`src/rtl/des3_stream_ctrl.sv`:
```
// des3_stream_ctrl: valid/ready front end for the des3 core.
// Accepts key1, key2, key3, data words, strips key parity bits, waits out
// the des3 latency, captures des_out and presents it on a result stream.
// Optional macro DES3_PARITY_CHK_EN adds a sticky odd-parity error flag (key_err).
module des3_stream_ctrl #(
  parameter int unsigned LATENCY = 1,
  parameter int unsigned CNT_W   = 8
) (
  input  logic        clk,
  input  logic        reset,
  input  logic        in_valid,
  output logic        in_ready,
  input  logic [63:0] in_word,
  input  logic        in_decrypt,
  input  logic        keep_key,
  output logic [55:0] key1,
  output logic [55:0] key2,
  output logic [55:0] key3,
  output logic [63:0] des_in,
  output logic        decrypt,
  input  logic [63:0] des_out,
  output logic        res_valid,
  input  logic        res_ready,
  output logic [63:0] res_data,
`ifdef DES3_PARITY_CHK_EN
  output logic        key_err,
`endif
  output logic        busy
);

  typedef enum logic [2:0] {
    LD_K1,
    LD_K2,
    LD_K3,
    LD_DATA,
    RUN,
    OUT
  } state_t;

  localparam logic [CNT_W-1:0] CNT_LAST = CNT_W'(LATENCY - 1);

  state_t           state;
  state_t           state_nx;
  logic [CNT_W-1:0] cnt;
  logic             accept;

  // Keep the upper seven bits of every byte, MSB byte first.
  function automatic logic [55:0] strip_parity(input logic [63:0] w);
    logic [55:0] k;
    k = '0;
    for (int unsigned i = 0; i < 8; i++) begin
      k[7*i +: 7] = w[8*i+1 +: 7];
    end
    return k;
  endfunction

  // State register.
  always_ff @(posedge clk) begin
    if (reset) state <= LD_K1;
    else       state <= state_nx;
  end

  // Next-state decode and handshake outputs.
  always_comb begin
    state_nx  = state;
    in_ready  = 1'b0;
    res_valid = 1'b0;
    busy      = (state != LD_K1);
    case (state)
      LD_K1: begin
        in_ready = 1'b1;
        if (in_valid) state_nx = LD_K2;
      end
      LD_K2: begin
        in_ready = 1'b1;
        if (in_valid) state_nx = LD_K3;
      end
      LD_K3: begin
        in_ready = 1'b1;
        if (in_valid) state_nx = LD_DATA;
      end
      LD_DATA: begin
        in_ready = 1'b1;
        if (in_valid) state_nx = RUN;
      end
      RUN: begin
        if (cnt == CNT_LAST) state_nx = OUT;
      end
      OUT: begin
        res_valid = 1'b1;
        if (res_ready) state_nx = keep_key ? LD_DATA : LD_K1;
      end
      default: state_nx = LD_K1;
    endcase
  end

  assign accept = in_valid & in_ready;

  // Datapath: only the register addressed by the current load state is written.
  always_ff @(posedge clk) begin
    if (reset) begin
      key1     <= '0;
      key2     <= '0;
      key3     <= '0;
      des_in   <= '0;
      decrypt  <= 1'b0;
      res_data <= '0;
      cnt      <= '0;
    end else begin
      if (accept) begin
        case (state)
          LD_K1:   key1 <= strip_parity(in_word);
          LD_K2:   key2 <= strip_parity(in_word);
          LD_K3:   key3 <= strip_parity(in_word);
          LD_DATA: begin
            des_in  <= in_word;
            decrypt <= in_decrypt;
            cnt     <= '0;
          end
          default: ;
        endcase
      end
      if (state == RUN) begin
        cnt <= cnt + 1'b1;
        if (cnt == CNT_LAST) res_data <= des_out;
      end
    end
  end

`ifdef DES3_PARITY_CHK_EN
  logic par_bad;

  // Any byte with an even number of ones is a parity error.
  always_comb begin
    par_bad = 1'b0;
    for (int unsigned i = 0; i < 8; i++) begin
      if (~^in_word[8*i +: 8]) par_bad = 1'b1;
    end
  end

  // Sticky flag: a fresh key1 restarts the check, key2/key3 can only set it.
  always_ff @(posedge clk) begin
    if (reset) begin
      key_err <= 1'b0;
    end else if (accept) begin
      case (state)
        LD_K1:        key_err <= par_bad;
        LD_K2, LD_K3: key_err <= key_err | par_bad;
        default: ;
      endcase
    end
  end
`endif

endmodule

```
`config.mk`:
```
export PLATFORM = sky130hd
export DESIGN_NAME = des3_stream_ctrl
export DESIGN_NICKNAME = d
export VERILOG_FILES = /design/src/rtl/des3_stream_ctrl.sv
export SDC_FILE = /design/constraint.sdc
export NUM_CORES = 1
export LEC_CHECK = 0
export ABC_CLOCK_PERIOD_IN_PS = 1850
export CORE_ASPECT_RATIO = 0.6
export CORE_MARGIN = 10
export CORE_UTILIZATION = 40
export DETAILED_ROUTE_END_ITERATION = 12
export MAX_ROUTING_LAYER = met4
export PLACE_DENSITY = 0.8
export SLEW_MARGIN = 20
export SYNTH_ARGS = -nofsm -noshare
export SYNTH_HDL_FRONTEND = slang
export SYNTH_SLANG_ARGS = --single-unit
```
`constraint.sdc`:
```
create_clock -name clk -period 1.85 [get_ports clk]
set_input_delay 0.37 -clock clk [delete_from_list [all_inputs] [get_ports clk]]
set_output_delay 0.37 -clock clk [all_outputs]
set_load 0.1 [all_outputs]
```
### Yosys cells after proc, flatten, opt, wreduce, memory -nomap -nowiden

Cells that the tools add are included.

| storage, ports and cells | value |
|---|---|
| register bits | 308 |
| logic and storage cells | 47 |
| output and inout port bits | 300 |

| operators by class | value |
|---|---|
| equality and inequality tests | 11 |
| $add $sub $neg | 1 |
| mux-type cells | 13 |
| reduce and logical (&&, ||, !) cells | 13 |
| bitwise logic cells | 1 |

Operators by type and width:

| operator | number |
|---|---|
| $mux W8 | 3 |
| $mux W3 | 6 |
| $pmux W3 S6 | 1 |
| $reduce_and A2 Y1 | 6 |
| $ne A2 B2 Y1 const B | 5 |
| $add A8 B1 Y8 const B | 1 |
| $logic_not A8 Y1 | 1 |
| $eq A3 B2 Y1 const B | 2 |
| $eq A3 B3 Y1 const B | 2 |
| $reduce_and A6 Y1 | 1 |
| $reduce_bool A2 Y1 | 2 |
| $reduce_or A4 Y1 | 1 |
| $eq A3 B1 Y1 const B | 1 |
| $logic_not A3 Y1 | 1 |
| $reduce_bool A3 Y1 | 1 |
| $mux W1 | 2 |
| $mux W2 | 1 |
| $ne A2 B1 Y1 const B | 1 |
| $and A1 B1 Y1 | 1 |

### Depth between registers and ports, before layout

Gate-level depths: netlist of the first run.

| logic depth | value |
|---|---|
| word-level depth | 6 |
| gate-level depth with buffers | 7 |
| mapped depth without buffers | 5 |

### Worst setup path before layout of the first run

No wires, ideal clock.

| timing path | value |
|---|---|
| path kind | reg-to-output |
| start point | reg state[2] |
| end point | out res_valid |
| cell stages (with the launch flop) | 4 |
| path slack | -1.710 ns |
| buffers on the path | 1 |
| arrival time | 3.190 ns |
| cell sequence | dfxtp_1 > buf_2 > inv_1 > nor3_1 |

| on the way | value |
|---|---|
| cells in the longest elaborated chain, start to end | 2 |

RTL lines:

| item | line | source |
|---|---|---|
| start, declared | 42 | `state_t state;` |
| start signal, assigned | 60 | `else state <= state_nx;` |
| $eq A3 B3 Y1 | 69 | `case (state)` |
| $mux W1 | 69 |  |
| end, declared | 22 | `output logic res_valid,` |

Every way passes these cells.

### Final worst setup path of the first run

| timing path | value |
|---|---|
| start point | reg state[0] |
| end point | out busy |

| on the way | value |
|---|---|
| cells in the longest elaborated chain, start to end | 1 |

RTL lines:

| item | line | source |
|---|---|---|
| $reduce_bool A3 Y1 | 68 | `busy = (state != LD_K1);` |
| end, declared | 28 | `output logic busy` |

Every way passes these cells.

==> out/results.tsv, run 1 <==
metric	value	unit
synth-main-ff-cell	dfxtp_1	
dr_total_vias	11390	
synth_nets	1507	
wirelength	47230	um
die-area	36120	sq um
synth_seq_cells	308	
drive_gt1_share	24.52	%
finalWorstSetupSlack	-0.1184	ns
ys_types	41	
maxCapViolations	0	
grt_pass1_wl	70210	um
cts_buffer_depth	3	
avgSynthCellArea	8.380	sq um
num-nets-final	1940	
antenna_found_initial	2	
cts_tree	yes	
ios	434	
hpwl	33950	um
place.gp.congestion	0.8810	
hold_path_class	input pin to flop	
ant_nets	0	
critPathSlowestCell	or3_4	
place_area	19570	sq um
path_max_fanout	4	
power_frac_seq	40.2	%
worstSetupEndpointType	primary output	
fin_crit_sh	106.4	%
grt_remaining_overflow	0	
grt_max_degree	87	
ff_latch_area	6172	sq um
cts_sinks	308	
multiInputGateArea	4901	sq um
swShare	29.57	%
area_growth	82.39	%
route.detailed.drc	0	
cts-hold-fix-buffers	0	
cp.arrival	1.60	ns
power.density	838.0	nW/um^2
slew_headroom	60.90	%
finalSetupTns	-2.078	ns
first_global_vias	11570	
io_buffers	433	
ys_warn_count	0	
cp_top_family	simple AND/OR/NAND/NOR gates	
pwr-share-comb	20.5	%
tightestPinTransition	0.5718	ns
p_int	0.01237	W
startpoint_type	flop	
fillers	1742	
finalCriticalPeriod	1.968	ns
layout_common_cells	nand2_1, buf_12, dfxtp_1, a21oi_1, clkdlybuf4s50_1	
layout_commonest_cell	nand2_1	
clock_latency	0.58	ns
synthArstFlopShare	0	%
grt_usage	25.53	%
clockRootBuffer	clkbuf_16	
drtPass1Iterations	5	
dr.first_iter.drc_count	725	
path_cells	buf_6 -> or3_4 -> buf_12	
status	finished with violations	
worst-path-buf-inv	2	
syn_inst	1371	
post_drt_wl_per_cell	21.50	um
setup_viol	53	
path_class	flop to primary output	
fp.dieH	151.3	um
p_clk_share	39.3	%
hold_viol_final	0	
violations	negative setup slack	
slew_violations	0	
slowest_delay	0.39	ns
fmax	508.0	MHz
path_clk_slew	0.07	ns
die_w	238.8	um
synth_area	11490	sq um
h-tree-depth	1	
place_ws	-0.1988	ns
synth-edff-count	0	
power.switching	0.005192	W
finClkSkew	0.02377	ns
power_leakage	7.640	nW
num_rows	47	
rsz0062_at_grt	yes	
core	27930	sq um
ys_seq_area_share	53.67	%
numCtsBuffers	29	
initial_utilization	41.13	%
ir_worst_vdd	839.2	uV
vias_per_cell	5.183	
stdcell_area	20950	sq um
critPathRequiredTime	1.48	ns
power groups by stage:
stage / sequential, W / clock [W] / combinational, W
after floorplan: 0.00848 / 0 / 0.000618
after global placement: 0.00718 / 0 / 0.00351
after detailed placement: 0.00720 / 0 / 0.00355
after CTS: 0.00705 / 0.00701 / 0.00360
after global routing: 0.00707 / 0.00728 / 0.00373
final: 0.00705 / 0.00691 / 0.00360
cells in the mapped netlist, drive strengths merged (3+ instances only):
library cell	number	area [sq um]
dfxtp	308	6166
nand3	6	30.03
nand2	475	1783
or3	3	18.77
clkbuf	67	251.5
nand2b	129	807.0
a21oi	240	1201
inv	4	15.01
buf	36	249.0
mux2i	64	640.6
cell families after synthesis:
group	after synthesis	synth area share, %
compound gates	254	11.40
fa+ha+maj	2	0.2178
buf+inv	107	4.487
flops	308	53.67
mux	65	5.674
simple gates	635	24.55
flip-flops by register name, indices dropped and copies added (netlist names):
signal,count
res_data,64
decrypt,1
key1,56
state,3
cnt,8
des_in,64
key2,56
key3,56
worst register-to-register path: stages (launching register included):
cell and delay, ns:
dfxtp_2 0.32, inv_2 0.07, ha_4 0.12, or4b_4 0.47, nor3_4 0.26, buf_12 0.22
buf_12 0.17, mux2i_1 0.21
final cells by class:
class,count,share of cell area (%)
clock buffer,40,4.043
inverter,4,0.08957
timing repair buffer,505,39.52
antenna,3,0.03583
tap,367,2.191
clock inverter,14,1.278
multi-input combinational,956,23.39
sequential,308,29.46
worst paths after layout:
| path | start | end | slack, ns | cells after the start |
|---|---|---|---|---|
| max | state[0]$_SDFFE_PP0P_ | busy | -0.12 | 3 |
| min | reset | cnt[3]$_SDFFE_PP0P_ | 0.28 | 2 |
| min reg2reg | key1[18]$_SDFFE_PP0P_ | key1[18]$_SDFFE_PP0P_ | 0.49 | 2 |
| max reg2reg | cnt[0]$_SDFFE_PP0P_ | res_data[8]$_SDFFE_PP0P_ | -0.08 | 7 |
through the flow:
| stage | utilization [%] | hold WS [ns] | cells | power, W |
|---|---|---|---|---|
| 6_report | 75.01 | 0.2836 | 2197 | 0.01756 |
| 5_1_grt | 75.01 | 0.2800 | 2196 | 0.01807 |
| 4_1_cts | 74.55 | 0.2322 | 2187 | 0.01766 |
| 3_5_place_dp | 70.05 | 0.4834 | 2125 | 0.01075 |
| 3_3_place_gp | 70.05 | 0.4785 | 2125 | 0.01069 |
| 2_1_floorplan | - | 0.4737 | 1371 | 0.009098 |
layer usage:
| layer | share of wire (%) | track usage, % |
|---|---|---|
| met1 | 38 | 27.83 |
| met2 | 50 | 43.83 |
| met3 | 8.3 | 7.948 |
| met4 | 3.4 | 8.772 |
| met5 | 0 | - |
what timing repair did:
item,CTS,global route
endpoints found under the hold margin,0,0
resized for setup,16,10
setup endpoints to repair,57,38
gates cloned,2,3
pin swaps,4,3
buffers inserted,6,5
Power figures use the tool's default switching activity.
==> run 2: changes to the inputs <==
Settings changed: CTS_CLUSTER_DIAMETER set to 60.
==> run 2 against run 1 <==
The run still ends with negative setup slack left. Sequential power is essentially flat. Via count fell by 0.28%. Clock skew increased by 0.0069 ns. Sequential cell count unchanged. Sequential share of layout area up 0.12 points. Design area decreased by 0.42%. Worst hold slack worse by 0.010 ns. Critical path depth is the same. Die area did not move. Clock power shrank 5.8%. Setup slack worse by 0.0047 ns. Count of clock-buffer cells in the layout shrank 4. Highest routed layer unchanged.
==> out/results.tsv, run 2 (synthesis gave the netlist of run 1 again) <==
metric	value	unit	change
status	finished with violations		unchanged
violations	negative setup slack		unchanged
cts_sinks	308		unchanged
path_class	flop to primary output		unchanged
cp.arrival	1.60	ns	about the same
hold_viol_final	0		unchanged
die_w	238.8	um	unchanged
tightestPinTransition	0.5888	ns	was 0.5718 ns
dr.first_iter.drc_count	742		was 725
ant_nets	0		unchanged
setup_viol	11		was 53
dp_cells	2125		unchanged
power_frac_seq	41.1	%	was 40.2%
slew_headroom	59.73	%	was 60.90%
clock_latency	0.58	ns	about the same
r2r_slack	-0.02	ns	was -0.08 ns
swShare	30.01	%	was 29.57%
finalCriticalPeriod	1.973	ns	was 1.968 ns
first_global_vias	11630		was 11,570
stdcell_count	2194		was 2,197
finClkSkew	0.03071	ns	was 0.02377 ns
cts-hold-fix-buffers	0		unchanged
post_drt_wl_per_cell	21.34	um	was 21.50 um
initial_utilization	41.13	%	unchanged
cts_buffer_depth	3		unchanged
h-tree-depth	1		unchanged
wirelength	46820	um	was 47,230 um
dr_total_vias	11360		was 11,390
drtPass1Iterations	5		unchanged
grt_pass1_wl	70520	um	was 70,210 um
fin_crit_sh	106.7	%	was 106.4%
p_clk_share	37.9	%	was 39.3%
worstSetupEndpointType	primary output		unchanged
fmax	506.8	MHz	was 508.0 MHz
hold_path_class	input pin to flop		unchanged
grt_max_degree	87		unchanged
rsz0062_at_grt	yes		unchanged
layout_common_cells	nand2_1, buf_12, dfxtp_1, a21oi_1, clkdlybuf4s50_1		unchanged
power.switching	0.005149	W	was 0.005192 W
place.gp.congestion	0.8810		unchanged
cts_tree	yes		unchanged
drive_gt1_share	24.33	%	was 24.52%
critPathRequiredTime	1.48	ns	about the same
numCtsBuffers	29		unchanged
postLayoutCoreUtil	74.70	%	was 75.01%
clockRootBuffer	clkbuf_16		unchanged
vias_per_cell	5.175		was 5.183
grt_usage	25.70	%	was 25.53%
num_rows	47		unchanged
fillers	1742		unchanged
antenna_found_initial	2		unchanged
die-area	36120	sq um	unchanged
pwr-share-comb	21.0	%	was 20.5%
fp.dieH	151.3	um	unchanged
power_leakage	7.597	nW	was 7.640 nW
path_max_fanout	4		unchanged
power.density	822.3	nW/um^2	was 838.0 nW/um^2
maxCapViolations	0		unchanged
num-nets-final	1942		was 1,940
route.detailed.drc	0		unchanged
ir_worst_vdd	848.9	uV	was 839.2 uV
ios	434		unchanged
p_int	0.01201	W	was 0.01237 W
io_buffers	433		unchanged
grt_remaining_overflow	0		unchanged
layout_commonest_cell	nand2_1		unchanged
area_growth	81.63	%	was 82.39%
hpwl	33950	um	unchanged
path_clk_slew	0.07	ns	about the same
finalWorstSetupSlack	-0.1232	ns	was -0.1184 ns
startpoint_type	flop		unchanged
top_regs	des_in x64, res_data x64		unchanged
slew_violations	0		unchanged
core	27930	sq um	unchanged
[run 2: changes by cell type in the layout (fill, tap and decap cells not counted), moves of 2 or more]
cell,change
clkbuf_8,-5
buf_6,-2
buf_8,+8
clkbuf_16,-3
buf_12,-2
[run 2: power groups by stage]
stage / Combinational, W / Clock, W / Sequential, W
floorplan: 0.000618 / 0 / 0.00848
global placement: 0.00351 / 0 / 0.00718
detailed placement: 0.00355 / 0 / 0.00720
CTS: 0.00360 / 0.00659 / 0.00705
global route: 0.00373 / 0.00687 / 0.00707
finish: 0.00360 / 0.00651 / 0.00705
[run 2: final timing paths]
| path | start | endpoint | cells past startpoint |
|---|---|---|---|
| worst max register to register | cnt[0]$_SDFFE_PP0P_ | res_data[49]$_SDFFE_PP0P_ | 8 |
| worst min-delay path | reset | cnt[3]$_SDFFE_PP0P_ | 2 |
| worst min register to register | key1[18]$_SDFFE_PP0P_ | key1[18]$_SDFFE_PP0P_ | 2 |
| worst max-delay path | state[0]$_SDFFE_PP0P_ | busy | 3 |
[run 2: area by class of cell]
class | count | area [sq um] | area share, %
diodes | 2 | 5.005 | 0.02399
clock buffers | 36 | 782.0 | 3.748
clock inverters | 14 | 241.5 | 1.157
inverters | 4 | 18.77 | 0.08994
multi-input cells | 956 | 4897 | 23.47
flip-flops and latches | 308 | 6172 | 29.58
well taps | 367 | 459.2 | 2.201
repair buffers | 507 | 8290 | 39.73
[run 2: what timing repair did]
action                     4_1_cts  5_1_grt
gates cloned                     5        0
resized for setup               20       22
setup buffers                    7       12
pin swaps                        4        2
setup endpoints to repair       61       66
[run 2: critical path: stages (launching register included)]
cell     delay [ns]
dfxtp_2        0.33
buf_6          0.12
or3_4          0.39
buf_12         0.17
[run 2: through the flow]
step	TNS (ns)	power (W)	hold slack (ns)	setup slack, ns	instance area [sq um]
finish	-0.2306	0.01716	0.2733	-0.1232	20870
detailed placement	-13.46	0.01075	0.4834	-0.1988	19570
CTS	-1.845	0.01724	0.2345	-0.1423	20860
global placement	-9.938	0.01069	0.4785	-0.1703	19570
global route	-1.472	0.01767	0.2848	-0.1521	20870
floorplan	-0.4124	0.009098	0.4737	-0.4124	11510
[run 2: metal layers]
metal	vias up	wire length (um)	global-route usage, %
met5	-	0	-
met4	0	1687	9.282
met3	101	3729	7.857
met2	402	23600	44.22
met1	5533	17800	27.87
li1	5319	-	-
==> run 3: changes to the inputs <==
==> constraint.sdc (replaced) <==
create_clock -name clk -period 1.85 [get_ports clk]
set_input_delay 0.185 -clock clk [delete_from_list [all_inputs] [get_ports clk]]
set_output_delay 0.185 -clock clk [all_outputs]
set_load 0.1 [all_outputs]
==> run 3 against run 2 <==
The flow now finishes without violations. Sequential cell count unchanged. Combinational power decreased by 16%. Count of clock-buffer cells in the layout increased by 2. Cell count decreased by 0.64%. Non-clock buffer count decreased by 20. Routed wire length decreased by 11%. Fmax increased by 7.4%. Worst hold slack got worse by 0.16 ns. Utilization decreased by 14 points. Die area unchanged. Setup slack improved by 0.14 ns. Design area decreased by 19%. Critical endpoint is now res_data[9]$_SDFFE_PP0P_.
==> out/results.tsv, run 3 (synthesis gave the netlist of run 1 again) <==
metric	value	unit	change
status	completed		was finished with violations
slew_headroom	58.87	%	was 59.73%
wirelength	41760	um	was 46,820 um
num-nets-final	1922		was 1,942
cts_tree	yes		unchanged
dr_total_vias	10960		was 11,360
holdPathStages	2		unchanged
fmax	544.3	MHz	was 506.8 MHz
critPathSlowestCell	or4b_4		was or3_4
num_rows	47		unchanged
io_buffers	433		unchanged
h-tree-depth	1		unchanged
postLayoutCoreUtil	60.71	%	was 74.70%
hold_path_class	input pin to flop		unchanged
clockRootBuffer	clkbuf_16		unchanged
finalWorstSetupSlack	0.01279	ns	was -0.1232 ns
cp_top_family	simple AND/OR/NAND/NOR gates		unchanged
rsz0062_at_grt	yes		unchanged
post_drt_wl_per_cell	19.15	um	was 21.34 um
cp.arrival	2.31	ns	was 1.60 ns
hold_slack	0.1175	ns	was 0.2733 ns
drive_gt1_share	23.33	%	was 24.33%
layout_common_cells	nand2_1, buf_4, dfxtp_1, a21oi_1, clkdlybuf4s50_1		was nand2_1, buf_12, dfxtp_1, a21oi_1, clkdlybuf4s50_1
cts_sinks	308		unchanged
slowest_delay	0.48	ns	was 0.39 ns
critPathRequiredTime	2.32	ns	was 1.48 ns
r2r_cells	7		was 8
drtPass1Iterations	6		was 5
cts-hold-fix-buffers	0		unchanged
worstSetupStartpoint	cnt[0]$_SDFFE_PP0P_		was state[0]$_SDFFE_PP0P_
place.gp.congestion	0.8854		was 0.8810
initial_utilization	41.13	%	unchanged
path_clk_slew	0.06	ns	was 0.07 ns
maxCapViolations	0		unchanged
first_global_vias	10660		was 11,630
grt_usage	22.39	%	was 25.70%
power_leakage	6.664	nW	was 7.597 nW
r2r_slack	0.01	ns	was -0.02 ns
ios	434		unchanged
r2r-start	cnt[0]$_SDFFE_PP0P_		unchanged
cpMostUsedCell	buf_12		
ir_worst_vdd	752.6	uV	was 848.9 uV
fp.dieH	151.3	um	unchanged
path_cells	inv_2 -> ha_1 -> or4b_4 -> nor3_4 -> buf_12 -> buf_12 -> mux2i_1		was buf_6 -> or3_4 -> buf_12
hold_viol_final	0		unchanged
finClkSkew	0.01093	ns	was 0.03071 ns
area_growth	47.62	%	was 81.63%
finalCriticalPeriod	1.837	ns	was 1.973 ns
top_regs	des_in x64, res_data x64		unchanged
grt_max_degree	123		was 87
path_depth	7		was 3
fin_crit_sh	99.31	%	was 106.7%
worst-path-buf-inv	3		was 2
timing.rr.end	res_data[9]$_SDFFE_PP0P_		was res_data[49]$_SDFFE_PP0P_
path_max_fanout	13		was 4
grt_remaining_overflow	0		unchanged
hold_start	reset		unchanged
startpoint_type	flop		unchanged
place_ws	-0.03864	ns	was -0.1988 ns
cts_buffer_depth	3		unchanged
grt_pass1_wl	62310	um	was 70,520 um
power.density	988.2	nW/um^2	was 822.3 nW/um^2
numCtsBuffers	29		unchanged
tightestPinTransition	0.6170	ns	was 0.5888 ns
finalSetupTns	0	ns	was -0.2306 ns
ant_nets	0		unchanged
setup_viol	0		was 11
die_w	238.8	um	unchanged
route.detailed.drc	0		unchanged
path_class	flop to flop		was flop to primary output
slew_violations	0		unchanged
die-area	36120	sq um	unchanged
core	27930	sq um	unchanged
clock_latency	0.56	ns	was 0.58 ns
holdPathEnd	key1[8]$_SDFFE_PP0P_		was cnt[3]$_SDFFE_PP0P_
dr.first_iter.drc_count	766		was 742
antenna_found_initial	4		was 2
layout_commonest_cell	nand2_1		unchanged
worstSetupEndpointType	flop		was primary output
vias_per_cell	5.026		was 5.175
hpwl	30470	um	was 33,950 um
[run 3: changes by cell type in the layout (fill, tap and decap cells not counted), sizes merged]
cell / change
bufinv: +2
diode: +2
clkbuf: +3
buf: -21
[run 3: per-layer routing]
layer	wire length [um]	part of all wire [%]	global-route usage, %	up-vias
met1	16630	40	25.42	5213
met4	1079	2.6	6.252	0
met2	20340	49	37.13	388
li1	-	-	-	5290
met3	3706	8.9	7.803	65
met5	0	0	-	-
[run 3: how the worst max path moves through the flow]
stage | endpoint
finish | res_data[9]$_SDFFE_PP0P_
global route | res_data[12]$_SDFFE_PP0P_
CTS | busy
detailed placement | res_data[59]$_SDFFE_PP0P_
global placement | key1[37]$_SDFFE_PP0P_
floorplan | res_valid
[run 3: what timing repair did]
item                                   in CTS  in global routing
gates cloned                                0                  1
buffers inserted                            1                  6
pin swaps                                   1                  1
endpoints found under the hold margin       0                  0
setup endpoints to repair                  34                 61
gates resized for setup                     1                  9
[run 3: area by class of cell]
class,instances,area (sq um)
antenna,4,10.01
clock inverter,16,286.5
fill,2373,10970
sequential,308,6171
timing repair buffer,487,4335
inverter,4,18.77
multi-input combinational,956,4878
clock buffer,38,799.5
tap,367,459.2
[run 3: report_power, final]
group / leakage (nW) / internal, W / switching (W)
Combinational: 3.63 / 0.000835 / 0.00221
Clock: 0.533 / 0.00416 / 0.00261
Sequential: 2.50 / 0.00683 / 0.000116
Total: 6.66 / 0.0118 / 0.00493
[run 3: through the flow]
stage	instances	total power (W)	instance area, sq um
6_report	2180	0.01676	16960
5_1_grt	2180	0.01731	16960
4_1_cts	2170	0.01688	16860
3_5_place_dp	2115	0.01012	15760
3_3_place_gp	2115	0.01009	15760
2_1_floorplan	1371	0.009098	11510
